===== src/rtl/fb_pkg.sv =====
// Shared constants for the frame buffer controller: default geometry,
// output FIFO depth and controller state encoding.
package fb_pkg;

    localparam int FB_DATA_W       = 8;
    localparam int FB_FRAME_PIXELS = 307200;
    localparam int FB_ADDR_W       = 19;
    localparam int FB_RD_LAT       = 2;
    localparam int FB_FIFO_DEPTH   = 4;

    typedef logic [1:0] state_t;

    localparam logic [1:0] ST_IDLE  = 2'd0;
    localparam logic [1:0] ST_WRITE = 2'd1;
    localparam logic [1:0] ST_FULL  = 2'd2;
    localparam logic [1:0] ST_READ  = 2'd3;

endpackage


===== src/rtl/fb_out_fifo.sv =====
// Four-entry first-word-fall-through FIFO carrying {last, pixel} between the
// BRAM read pipeline and the downstream handshake.
module fb_out_fifo
    import fb_pkg::*;
#(
    parameter int WIDTH = FB_DATA_W + 1
) (
    input  logic             clk,
    input  logic             rst,
    input  logic             push,
    input  logic [WIDTH-1:0] din,
    input  logic             pop,
    output logic [WIDTH-1:0] dout,
    output logic             valid,
    output logic [2:0]       count
);

    localparam logic [2:0] DEPTH = 3'(FB_FIFO_DEPTH);

    logic [WIDTH-1:0] mem [0:FB_FIFO_DEPTH-1];
    logic [1:0]       wr_ptr_reg;
    logic [1:0]       rd_ptr_reg;
    logic [2:0]       count_reg;
    logic             do_push;
    logic             do_pop;

    assign do_pop  = pop && (count_reg != 3'd0);
    // A push into a full FIFO is only taken when the head leaves the same cycle.
    assign do_push = push && ((count_reg != DEPTH) || do_pop);

    always_ff @(posedge clk) begin
        if (do_push) begin
            mem[wr_ptr_reg] <= din;
        end
    end

    always_ff @(posedge clk) begin
        if (rst) begin
            wr_ptr_reg <= 2'd0;
            rd_ptr_reg <= 2'd0;
            count_reg  <= 3'd0;
        end else begin
            if (do_push) begin
                wr_ptr_reg <= wr_ptr_reg + 2'd1;
            end
            if (do_pop) begin
                rd_ptr_reg <= rd_ptr_reg + 2'd1;
            end
            case ({do_push, do_pop})
                2'b10:   count_reg <= count_reg + 3'd1;
                2'b01:   count_reg <= count_reg - 3'd1;
                default: count_reg <= count_reg;
            endcase
        end
    end

    assign dout  = mem[rd_ptr_reg];
    assign valid = (count_reg != 3'd0);
    assign count = count_reg;

endmodule


===== src/rtl/frame_buf_ctrl.sv =====
// Single-frame buffer controller: captures one frame into a dual-port BRAM on
// port A, then streams it back out of port B through a small credit-limited FIFO.
module frame_buf_ctrl
    import fb_pkg::*;
#(
    parameter int DATA_W       = FB_DATA_W,
    parameter int FRAME_PIXELS = FB_FRAME_PIXELS,
    parameter int ADDR_W       = FB_ADDR_W,
    parameter int RD_LAT       = FB_RD_LAT
) (
    input  logic              clk,
    input  logic              rst,
    input  logic              s_valid,
    output logic              s_ready,
    input  logic [DATA_W-1:0] s_data,
    input  logic              s_sof,
    input  logic              rd_start,
    output logic              m_valid,
    input  logic              m_ready,
    output logic [DATA_W-1:0] m_data,
    output logic              m_last,
    output logic              ena,
    output logic              wea,
    output logic [ADDR_W-1:0] addra,
    output logic [DATA_W-1:0] dina,
    output logic              enb,
    output logic              web,
    output logic [ADDR_W-1:0] addrb,
    output logic              regceb,
    output logic              rstb,
    input  logic [DATA_W-1:0] doutb,
    output logic              frame_done,
    output logic              rd_done,
    output logic              sof_err
);

    localparam logic [ADDR_W-1:0] LAST_ADDR = ADDR_W'(FRAME_PIXELS - 1);
    localparam logic [ADDR_W-1:0] ONE_A     = ADDR_W'(1);
    localparam logic [ADDR_W:0]   RD_END    = (ADDR_W + 1)'(FRAME_PIXELS);
    localparam logic [ADDR_W:0]   RD_LAST   = (ADDR_W + 1)'(FRAME_PIXELS - 1);
    localparam logic [ADDR_W:0]   ONE_R     = (ADDR_W + 1)'(1);
    localparam logic [4:0]        CREDITS   = 5'(FB_FIFO_DEPTH);

    state_t            state_reg;
    state_t            state_next;
    logic [ADDR_W-1:0] wr_addr_reg;
    // One spare bit so the read pointer can sit one past the last pixel.
    logic [ADDR_W:0]   rd_addr_reg;
    logic [RD_LAT-1:0] vld_sr_reg;
    logic [RD_LAT-1:0] last_sr_reg;
    logic              frame_done_reg;
    logic              rd_done_reg;
    logic              sof_err_reg;

    logic              accept;
    logic              wr_en;
    logic              wr_to_zero;
    logic              wr_last;
    logic              issue;
    logic              pop;
    logic              last_pop;
    logic [3:0]        inflight;
    logic [2:0]        fifo_count;
    logic              fifo_valid;
    logic [DATA_W:0]   fifo_dout;

    // ---------------- write side ----------------
    assign s_ready = !rst && ((state_reg == ST_IDLE) || (state_reg == ST_WRITE));
    assign accept  = s_valid && s_ready;

    always_comb begin
        wr_en      = 1'b0;
        wr_to_zero = 1'b0;
        if (accept) begin
            if (s_sof) begin
                wr_en      = 1'b1;
                wr_to_zero = 1'b1;
            end else if (state_reg == ST_WRITE) begin
                wr_en = 1'b1;
            end
        end
    end

    assign wr_last = (state_reg == ST_WRITE) && accept && !s_sof && (wr_addr_reg == LAST_ADDR);

    assign ena   = wr_en;
    assign wea   = wr_en;
    assign addra = (wr_en && !wr_to_zero) ? wr_addr_reg : '0;
    assign dina  = wr_en ? s_data : '0;

    // ---------------- read side ----------------
    always_comb begin
        inflight = 4'd0;
        for (int i = 0; i < RD_LAT; i++) begin
            inflight = inflight + 4'(vld_sr_reg[i]);
        end
    end

    // Every read in flight already owns a FIFO slot, so the FIFO can never overflow.
    assign issue = !rst && (state_reg == ST_READ) && (rd_addr_reg < RD_END)
                   && (({1'b0, inflight} + {2'b00, fifo_count}) < CREDITS);

    assign enb    = issue;
    assign web    = 1'b0;
    assign addrb  = issue ? rd_addr_reg[ADDR_W-1:0] : '0;
    assign regceb = 1'b1;
    assign rstb   = ~rst;

    always_ff @(posedge clk) begin
        if (rst) begin
            vld_sr_reg  <= '0;
            last_sr_reg <= '0;
        end else begin
            vld_sr_reg[0]  <= issue;
            last_sr_reg[0] <= issue && (rd_addr_reg == RD_LAST);
            for (int i = 1; i < RD_LAT; i++) begin
                vld_sr_reg[i]  <= vld_sr_reg[i-1];
                last_sr_reg[i] <= last_sr_reg[i-1];
            end
        end
    end

    fb_out_fifo #(
        .WIDTH (DATA_W + 1)
    ) u_fifo (
        .clk   (clk),
        .rst   (rst),
        .push  (vld_sr_reg[RD_LAT-1]),
        .din   ({last_sr_reg[RD_LAT-1], doutb}),
        .pop   (pop),
        .dout  (fifo_dout),
        .valid (fifo_valid),
        .count (fifo_count)
    );

    assign m_valid  = !rst && fifo_valid;
    assign m_data   = fifo_dout[DATA_W-1:0];
    assign m_last   = m_valid && fifo_dout[DATA_W];
    assign pop      = m_valid && m_ready;
    assign last_pop = pop && fifo_dout[DATA_W];

    // ---------------- control ----------------
    always_comb begin
        state_next = state_reg;
        case (state_reg)
            ST_IDLE:  if (accept && s_sof) state_next = ST_WRITE;
            ST_WRITE: if (wr_last)         state_next = ST_FULL;
            ST_FULL:  if (rd_start)        state_next = ST_READ;
            ST_READ:  if (last_pop)        state_next = ST_IDLE;
            default:                       state_next = ST_IDLE;
        endcase
    end

    always_ff @(posedge clk) begin
        if (rst) begin
            state_reg      <= ST_IDLE;
            wr_addr_reg    <= '0;
            rd_addr_reg    <= '0;
            frame_done_reg <= 1'b0;
            rd_done_reg    <= 1'b0;
            sof_err_reg    <= 1'b0;
        end else begin
            state_reg      <= state_next;
            frame_done_reg <= wr_last;
            sof_err_reg    <= (state_reg == ST_WRITE) && accept && s_sof;
            rd_done_reg    <= (state_reg == ST_READ) && last_pop;

            if (wr_en && wr_to_zero) begin
                wr_addr_reg <= ONE_A;
            end else if (wr_en) begin
                wr_addr_reg <= wr_last ? '0 : (wr_addr_reg + ONE_A);
            end

            if ((state_reg == ST_FULL) && rd_start) begin
                rd_addr_reg <= '0;
            end else if (last_pop) begin
                rd_addr_reg <= '0;
            end else if (issue) begin
                rd_addr_reg <= rd_addr_reg + ONE_R;
            end
        end
    end

    assign frame_done = !rst && frame_done_reg;
    assign rd_done    = !rst && rd_done_reg;
    assign sof_err    = !rst && sof_err_reg;

endmodule


===== config.mk =====
export PLATFORM = sky130hd
export DESIGN_NAME = frame_buf_ctrl
export DESIGN_NICKNAME = d
export VERILOG_FILES = /design/src/rtl/fb_pkg.sv /design/src/rtl/fb_out_fifo.sv /design/src/rtl/frame_buf_ctrl.sv
export SDC_FILE = /design/constraint.sdc
export NUM_CORES = 1
export LEC_CHECK = 0
export ABC_AREA = 1
export CAP_MARGIN = 30
export CORE_ASPECT_RATIO = 0.9
export CORE_MARGIN = 3
export CORE_UTILIZATION = 51
export DETAILED_ROUTE_END_ITERATION = 8
export PLACE_DENSITY = 0.78
export SLEW_MARGIN = 15
export SYNTH_ARGS = -nofsm -noshare
export SYNTH_HDL_FRONTEND = slang
export SYNTH_SLANG_ARGS = --single-unit
export TNS_END_PERCENT = 100

===== constraint.sdc =====
create_clock -name clk -period 3.4 [get_ports clk]
set_clock_uncertainty 0.15 [all_clocks]
set_input_delay 0.68 -clock clk [delete_from_list [all_inputs] [get_ports clk]]
set_output_delay 0.68 -clock clk [all_outputs]
set_load 0.03 [all_outputs]

==> results of run 1 <==
-- power groups by stage --
stage	clock network (mW)	logic [mW]	registers [mW]
final	0.719	0.448	1.21
after global routing	0.787	0.494	1.21
after CTS	0.742	0.449	1.21
after detailed placement	0	0.449	1.23
after global placement	0	0.433	1.23
after floorplan	0	0.324	1.22
-- final cells by class --
class	instances	area [sq um]	share of cell area, %
tap	122	153	2.62
multi-input combinational	437	2130	36.6
clock buffer	9	124	2.13
sequential	93	2220	38.2
timing repair buffer	87	741	12.7
inverter	101	384	6.60
clock inverter	7	70.1	1.20
-- cell families after synthesis --
logic type,count (synthesis),synth area share [%]
AND/OR/NAND/NOR,335,30.1
flip-flops,93,45.8
other,2,0.155
adder cells (fa/ha/maj),12,3.25
buffers and inverters,119,10.3
AO/OA/AOI/OAI,76,8.28
XOR/XNOR,12,2.17
-- cell usage in the layout (no fill, tap or decap), drive strengths merged --
cell and count:
nand3b 1, nand2 125, ha 11, conb 2
buf 52, inv 106, edfxtp 36, nor2 150
nor3 9, fa 1, clkinvlp 1, clkbuf 9
nor3b 4, nand4 8, clkdlybuf4s50 35, clkinv 1
o22ai 9, xor2 12, or2 1, dfxtp 57
o21ai 34, nor4 1, nand3 36, o31ai 1
a21oi 32
-- worst max-delay path, stage by stage --
cell and delay [ns]:
clkdlybuf4s50_1 0.61, inv_6 0.23, nand3_2 0.16, nor2_1 0.15
inv_2 0.15, nor2_1 0.19, buf_4 0.19
-- how the worst max path moves through the flow --
stage,start,endpoint,slack (ns),cells past startpoint
6_report,rst,addra[0],0.18,7
5_1_grt,flip-flop,m_data[0],0.03,4
4_1_cts,rst,s_ready,0.18,4
3_5_place_dp,rst,s_ready,0.18,4
3_3_place_gp,rst,s_ready,0.21,4
2_1_floorplan,rst,m_last,0.61,5
-- per-stage QoR --
step | power (mW) | util [%] | setup WS [ns] | area, sq um | std cells
CTS | 2.40 | 63.5 | 0.176 | 5820 | 856
detailed placement | 1.68 | 61.4 | 0.176 | 5630 | 840
global placement | 1.66 | 61.4 | 0.206 | 5630 | 840
global route | 2.49 | 63.5 | 0.0301 | 5820 | 856
finish | 2.37 | 63.5 | 0.183 | 5820 | 856
floorplan | 1.55 | - | 0.608 | 4850 | 649
-- per-layer routing --
metal | track usage (%) | wire length (um)
met1 | 26.6 | 4930
met2 | 37.1 | 5500
met3 | 5.30 | 617
met4 | 5.63 | 128
met5 | 0 | 0
==> flow_summary.html, run 1 <==
<table>
<tr><th>Metric</th><th>Value</th></tr>
<tr><th colspan="2">Status</th></tr>
<tr><td>Outcome</td><td>completed</td></tr>
<tr><th colspan="2">Yosys</th></tr>
<tr><td>Proportion of synthesized chip area in sequential cells</td><td>45.8%</td></tr>
<tr><td>Post-synthesis instance total</td><td>649</td></tr>
<tr><td>Leading post-synthesis cells by instance count</td><td>139 x nor2_1, 122 x nand2_1, 92 x inv_1</td></tr>
<tr><td>Flops &amp; latches, synth</td><td>93</td></tr>
<tr><td>Synth top area share</td><td>23.5%</td></tr>
<tr><td>Top_reg_cell synth</td><td>dfxtp_1</td></tr>
<tr><td>Mapped cell area</td><td>4850 sq um</td></tr>
<tr><td>Number of synthesized flops with an enable pin</td><td>36</td></tr>
<tr><td>Per-instance average area after synthesis</td><td>7.47 sq um</td></tr>
<tr><td>Dominant cell type by area after synthesis</td><td>dfxtp_1</td></tr>
<tr><td>Most frequent cell after synthesis</td><td>nor2_1</td></tr>
<tr><td>Fraction of registers with async set/reset</td><td>0%</td></tr>
<tr><td>Number of distinct library cells after synthesis</td><td>37</td></tr>
<tr><td>Cells taking the most area after synthesis</td><td>dfxtp_1 24%, edfxtp_1 22%, nor2_1 11%</td></tr>
<tr><td>Net count after synthesis</td><td>683</td></tr>
<tr><td>Yosys warning count</td><td>0</td></tr>
<tr><th colspan="2">Power</th></tr>
<tr><td>Clk pwr share</td><td>30.3%</td></tr>
<tr><td>Switching component of the power</td><td>0.748 mW</td></tr>
<tr><td>Seq pwr share</td><td>50.8%</td></tr>
<tr><td>Power density over the cells</td><td>407 nW/um^2</td></tr>
<tr><td>Switching part of the total power</td><td>31.5%</td></tr>
<tr><td>Combinational Power Share</td><td>18.9%</td></tr>
<tr><td>Lkg Pwr</td><td>2.29 nW</td></tr>
<tr><td>Highest ir drop seen on vdd</td><td>248 uV</td></tr>
<tr><td>Total internal power</td><td>1.62 mW</td></tr>
<tr><th colspan="2">STA</th></tr>
<tr><td>Relative slew slack</td><td>40.9%</td></tr>
<tr><td>Worst hold slack</td><td>0.262 ns</td></tr>
<tr><td>Slew of the pin with the lowest slew margin</td><td>0.883 ns</td></tr>
<tr><td>Final cycle utilization of the critical path</td><td>94.6%</td></tr>
<tr><td>Setup repair after global routing missed its margin</td><td>no</td></tr>
<tr><td>Final setup violation count</td><td>0</td></tr>
<tr><td>Total count of hold-check failures in the final report</td><td>0</td></tr>
<tr><td>Number of pins with negative max-slew slack in the final report</td><td>0</td></tr>
<tr><td>Minimum period implied by the final worst setup slack</td><td>3.22 ns</td></tr>
<tr><td>Achievable clock frequency</td><td>311 MHz</td></tr>
<tr><td>Setup TNS</td><td>0 ns</td></tr>
<tr><th colspan="2">GRT</th></tr>
<tr><td>Total global routing track utilization</td><td>21.4%</td></tr>
<tr><td>Global-route wire length before repair</td><td>18600 um</td></tr>
<tr><td>Overflow left after global routing</td><td>0</td></tr>
<tr><td>Number of antenna violations at the first check in global routing</td><td>0</td></tr>
<tr><td>Pin count of the biggest net entering global routing</td><td>35</td></tr>
<tr><td>Number of global-route vias before repair</td><td>4090</td></tr>
<tr><th colspan="2">Clock network</th></tr>
<tr><td>Deepest clock path buffer count</td><td>2</td></tr>
<tr><td>Clock sinks</td><td>93</td></tr>
<tr><td>H-Tree Level Count</td><td>3</td></tr>
<tr><td>Later-pin clock latency in the skew report</td><td>0.36 ns</td></tr>
<tr><td>Postcts setup bufs</td><td>0</td></tr>
<tr><td>Clock buffers created by TritonCTS</td><td>9</td></tr>
<tr><td>Post-cts hold buffer count</td><td>0</td></tr>
<tr><td>CTS Root Buffer Type</td><td>clkbuf_8</td></tr>
<tr><td>Count of cells resized by post-cts repair</td><td>0</td></tr>
<tr><td>Clock transition at path regs</td><td>0.10 ns</td></tr>
<tr><td>CTS tree</td><td>built</td></tr>
<tr><th colspan="2">Critical path</th></tr>
<tr><td>Path type of the worst setup path</td><td>in2out</td></tr>
<tr><td>Maximum fanout along the worst path</td><td>19</td></tr>
<tr><td>Reg2reg end</td><td>u_fifo.mem[1][4]</td></tr>
<tr><td>CP endpoint kind</td><td>output pin</td></tr>
<tr><td>Crit Reg-Reg Startpoint</td><td>u_fifo.count[0]</td></tr>
<tr><td>Worst Reg-to-Reg Cells</td><td>6</td></tr>
<tr><td>Startpoint type of the worst setup path</td><td>input port</td></tr>
<tr><td>Critical path required time</td><td>2.57 ns</td></tr>
<tr><td>Setup slack of the worst register-to-register path</td><td>1.25 ns</td></tr>
<tr><td>Worst path arrival time</td><td>2.39 ns</td></tr>
<tr><th colspan="2">Drt</th></tr>
<tr><td>Drt wl/cell</td><td>13.1 um</td></tr>
<tr><td>First-pass DRT Iterations</td><td>5</td></tr>
<tr><td>Avg Vias per Cell</td><td>5.05</td></tr>
<tr><td>Total vias in the final route</td><td>4322</td></tr>
<tr><td>DRC violation count after routing</td><td>0</td></tr>
<tr><td>Total wire length</td><td>11200 um</td></tr>
<tr><td>DRT antenna net count</td><td>0</td></tr>
<tr><td>Initial DRC count</td><td>289</td></tr>
<tr><th colspan="2">Min path</th></tr>
<tr><td>Sink of the worst hold path</td><td>last_sr_reg[1]</td></tr>
<tr><td>Startpoint of the lowest-slack hold path</td><td>last_sr_reg[0]</td></tr>
<tr><td>Number of stages on the worst hold path</td><td>2</td></tr>
<tr><td>Hold crit path type</td><td>reg2reg</td></tr>
<tr><th colspan="2">Floorplan</th></tr>
<tr><td>Core area</td><td>9170 sq um</td></tr>
<tr><td>Chip width</td><td>109 um</td></tr>
<tr><td>I/O pin cnt</td><td>88</td></tr>
<tr><td>Std cell rows</td><td>33</td></tr>
<tr><td>Area of the die</td><td>10700 sq um</td></tr>
<tr><td>Starting density of the core</td><td>52.9%</td></tr>
<tr><td>Vertical extent of the die</td><td>98.5 um</td></tr>
<tr><th colspan="2">Place</th></tr>
<tr><td>Number of buffers inserted by port buffering</td><td>85</td></tr>
<tr><td>Detailed placer's ending HPWL</td><td>8340 um</td></tr>
<tr><td>Routability-driven placement congestion ratio</td><td>0.969</td></tr>
<tr><th colspan="2">Final layout</th></tr>
<tr><td>Antenna cells</td><td>0</td></tr>
<tr><td># fillers</td><td>839</td></tr>
<tr><td>Fraction of layout cells with a size suffix above 1</td><td>13.5%</td></tr>
<tr><td>Layout overhead on the synthesized area</td><td>20.1%</td></tr>
<tr><td>Flip-flop count of the largest register, all copies and words added</td><td>36</td></tr>
<tr><td>Layout net count</td><td>763</td></tr>
<tr><th colspan="2">Flow run</th></tr>
<tr><td>Number of max-cap violations</td><td>0</td></tr>
</table>
No activity file was read; power rests on OpenSTA's default activity.
==> inputs of run 2 (changes only) <==
--- a/config.mk
+++ b/config.mk
@@ -6,12 +6,10 @@
 export NUM_CORES = 1
 export LEC_CHECK = 0
 export ABC_AREA = 1
-export CAP_MARGIN = 30
 export CORE_ASPECT_RATIO = 0.9
 export CORE_MARGIN = 3
-export CORE_UTILIZATION = 51
+export CORE_UTILIZATION = 35
 export DETAILED_ROUTE_END_ITERATION = 8
-export PLACE_DENSITY = 0.78
 export SLEW_MARGIN = 15
 export SYNTH_ARGS = -nofsm -noshare
 export SYNTH_HDL_FRONTEND = slang
==> flow_summary.html, run 2 (same netlist as run 1, synthesis figures left out) <==
<table>
<tr><th>Metric</th><th>Value</th></tr>
<tr><th colspan="2">Clock network</th></tr>
<tr><td>CTS Root Buffer Type</td><td>clkbuf_16</td></tr>
<tr><td>CTS tree</td><td>built</td></tr>
<tr><td>Count of cells resized by post-cts repair</td><td>0 (unchanged)</td></tr>
<tr><td>Later-pin clock latency in the skew report</td><td>0.34 ns (-0.02 ns)</td></tr>
<tr><td>Deepest clock path buffer count</td><td>2 (unchanged)</td></tr>
<tr><td>Postcts setup bufs</td><td>0 (unchanged)</td></tr>
<tr><td>Clock sinks</td><td>93 (unchanged)</td></tr>
<tr><td>Post-cts hold buffer count</td><td>0 (unchanged)</td></tr>
<tr><td>Clock transition at path regs</td><td>0.07 ns (-0.03 ns)</td></tr>
<tr><td>H-Tree Level Count</td><td>3 (unchanged)</td></tr>
<tr><td>Clock buffers created by TritonCTS</td><td>9 (unchanged)</td></tr>
<tr><th colspan="2">Floorplan</th></tr>
<tr><td>Area of the die</td><td>15300 sq um (+43%)</td></tr>
<tr><td>I/O pin cnt</td><td>88 (unchanged)</td></tr>
<tr><td>Starting density of the core</td><td>36.0% (-17 points)</td></tr>
<tr><td>Chip width</td><td>130 um (+20%)</td></tr>
<tr><td>Std cell rows</td><td>40 (+21%)</td></tr>
<tr><td>Vertical extent of the die</td><td>118 um (+19%)</td></tr>
<tr><td>Core area</td><td>13500 sq um (+47%)</td></tr>
<tr><th colspan="2">GRT</th></tr>
<tr><td>Pin count of the biggest net entering global routing</td><td>27 (-23%)</td></tr>
<tr><td>Number of global-route vias before repair</td><td>3968 (-3.0%)</td></tr>
<tr><td>Overflow left after global routing</td><td>0 (unchanged)</td></tr>
<tr><td>Global-route wire length before repair</td><td>19000 um (+2.0%)</td></tr>
<tr><td>Number of antenna violations at the first check in global routing</td><td>0 (unchanged)</td></tr>
<tr><td>Total global routing track utilization</td><td>15.1% (-6.4 points)</td></tr>
<tr><th colspan="2">Final layout</th></tr>
<tr><td>Most common cell after layout, fill and taps aside</td><td>nor2_1</td></tr>
<tr><td>Flip-flop count of the largest register, all copies and words added</td><td>36 (unchanged)</td></tr>
<tr><td>Antenna cells</td><td>0 (unchanged)</td></tr>
<tr><td>Top library cells by usage in the layout, fill and taps aside</td><td>139 x nor2_1, 122 x nand2_1, 92 x inv_1, 58 x buf_4, 57 x dfxtp_1</td></tr>
<tr><td>Post-route cell area</td><td>6010 sq um (+3.2%)</td></tr>
<tr><td>Non-filler instance count after layout</td><td>907 (+6.0%)</td></tr>
<tr><td>Layout net count</td><td>768 (+0.66%)</td></tr>
<tr><td>Layout overhead on the synthesized area</td><td>23.9%</td></tr>
<tr><td>Fraction of layout cells with a size suffix above 1</td><td>14.2% (+0.72 points)</td></tr>
<tr><th colspan="2">STA</th></tr>
<tr><td>Setup repair after global routing missed its margin</td><td>no</td></tr>
<tr><td>Final setup violation count</td><td>0 (unchanged)</td></tr>
<tr><td>Relative slew slack</td><td>40.8% (-0.053 points)</td></tr>
<tr><td>Total count of hold-check failures in the final report</td><td>0 (unchanged)</td></tr>
<tr><td>Achievable clock frequency</td><td>330 MHz (+6.2%)</td></tr>
<tr><td>Minimum period implied by the final worst setup slack</td><td>3.03 ns (-0.187 ns)</td></tr>
<tr><td>Setup TNS</td><td>0 ns (unchanged)</td></tr>
<tr><td>Final cycle utilization of the critical path</td><td>89.1% (-5.5 points)</td></tr>
<tr><td>Slew of the pin with the lowest slew margin</td><td>0.884 ns (+0.000795 ns)</td></tr>
<tr><td>Number of pins with negative max-slew slack in the final report</td><td>0 (unchanged)</td></tr>
<tr><th colspan="2">Power</th></tr>
<tr><td>Power density over the cells</td><td>437 nW/um^2 (+7.2%)</td></tr>
<tr><td>Highest ir drop seen on vdd</td><td>307 uV (+24%)</td></tr>
<tr><td>Lkg Pwr</td><td>2.36 nW (+3.2%)</td></tr>
<tr><th colspan="2">Critical path</th></tr>
<tr><td>Maximum fanout along the worst path</td><td>19 (unchanged)</td></tr>
<tr><td>Worst setup path endpoint</td><td>addra[0]</td></tr>
<tr><td>Startpoint type of the worst setup path</td><td>input port</td></tr>
<tr><td>Reg2reg end</td><td>u_fifo.mem[1][6]</td></tr>
<tr><td>CP Launch Point</td><td>rst</td></tr>
<tr><td>Crit Reg-Reg Startpoint</td><td>u_fifo.count[0]</td></tr>
<tr><td>Critical path required time</td><td>2.57 ns (about the same)</td></tr>
<tr><td>Worst path arrival time</td><td>2.20 ns (-0.19 ns)</td></tr>
<tr><td>Worst Reg-to-Reg Cells</td><td>6 (unchanged)</td></tr>
<tr><td>Path type of the worst setup path</td><td>in2out</td></tr>
<tr><td>CP endpoint kind</td><td>output pin</td></tr>
<tr><td>Setup slack of the worst register-to-register path</td><td>1.25 ns (about the same)</td></tr>
<tr><th colspan="2">Drt</th></tr>
<tr><td>DRC violation count after routing</td><td>0 (unchanged)</td></tr>
<tr><td>DRT antenna net count</td><td>0 (unchanged)</td></tr>
<tr><td>Initial DRC count</td><td>262 (-9.3%)</td></tr>
<tr><td>Total wire length</td><td>11400 um (+2.1%)</td></tr>
<tr><td>Avg Vias per Cell</td><td>4.64 (-8.0%)</td></tr>
<tr><td>Total vias in the final route</td><td>4212 (-2.5%)</td></tr>
<tr><td>First-pass DRT Iterations</td><td>5 (unchanged)</td></tr>
<tr><td>Drt wl/cell</td><td>12.6 um (-3.6%)</td></tr>
<tr><th colspan="2">Status</th></tr>
<tr><td>Outcome</td><td>completed</td></tr>
<tr><th colspan="2">Place</th></tr>
<tr><td>Number of placed instances, taps included</td><td>891 (+6.1%)</td></tr>
<tr><td>Detailed placer's ending HPWL</td><td>8670 um (+4.0%)</td></tr>
<tr><td>Placed inst area</td><td>5720 sq um (+1.6%)</td></tr>
<tr><td>Number of buffers inserted by port buffering</td><td>85 (unchanged)</td></tr>
<tr><td>Routability-driven placement congestion ratio</td><td>0.883 (-8.9%)</td></tr>
<tr><th colspan="2">Flow run</th></tr>
<tr><td>Number of max-cap violations</td><td>0 (unchanged)</td></tr>
<tr><th colspan="2">Min path</th></tr>
<tr><td>Hold crit path type</td><td>reg2reg</td></tr>
</table>
run 2: changes by cell type in the layout (fill, tap and decap cells not counted), sizes merged:
cell / delta
buf: +6
clkdlybuf4s50: -1
clkinvlp: -1
inv: +1
run 2: final cells by class:
cell class | count | area [sq um]
Tap cell | 168 | 210
Clock inverter | 7 | 60.1
Timing Repair Buffer | 92 | 776
Inverter | 101 | 384
Sequential cell | 93 | 2220
Multi-Input combinational cell | 437 | 2130
Clock buffer | 9 | 225
Fill cell | 1315 | 7460
run 2: routing by layer:
metal	GRT usage, %	up-vias	share of wire [%]
met4	3.38	0	0.93
li1	-	2218	-
met5	0	-	0
met2	24.5	82	47
met3	3.31	10	4.8
met1	20.4	1902	47
run 2: worst max-delay path: stages:
cell             delay, ns
clkdlybuf4s50_1       0.43
buf_4                 0.19
inv_6                 0.10
nand3_2               0.13
nor2_1                0.15
inv_2                 0.15
nor2_1                0.17
buf_4                 0.19
run 2: power breakdown:
part | internal (mW) | switching, mW
logic | 0.159 | 0.289
registers | 1.18 | 0.0246
clock network | 0.513 | 0.459
total | 1.85 | 0.773
run 2: through the flow:
step	hold slack (ns)	util [%]	setup WS (ns)	power, mW
4_1_cts	0.267	44.6	0.347	2.66
3_3_place_gp	0.250	42.5	0.374	1.67
6_report	0.261	44.6	0.370	2.62
3_5_place_dp	0.257	42.5	0.310	1.68
2_1_floorplan	0.238	-	0.608	1.55
5_1_grt	0.284	44.6	0.195	2.74
run 2: how the worst min path moves through the flow:
| stage | from | endpoint | slack [ns] | cells after the start |
|---|---|---|---|---|
| after floorplan | last_sr_reg[0] | last_sr_reg[1] | 0.24 | 2 |
| after global placement | last_sr_reg[0] | last_sr_reg[1] | 0.25 | 2 |
| after detailed placement | last_sr_reg[0] | last_sr_reg[1] | 0.26 | 2 |
| after CTS | last_sr_reg[0] | last_sr_reg[1] | 0.27 | 2 |
| after global routing | last_sr_reg[0] | last_sr_reg[1] | 0.28 | 2 |
| final | last_sr_reg[0] | last_sr_reg[1] | 0.26 | 2 |
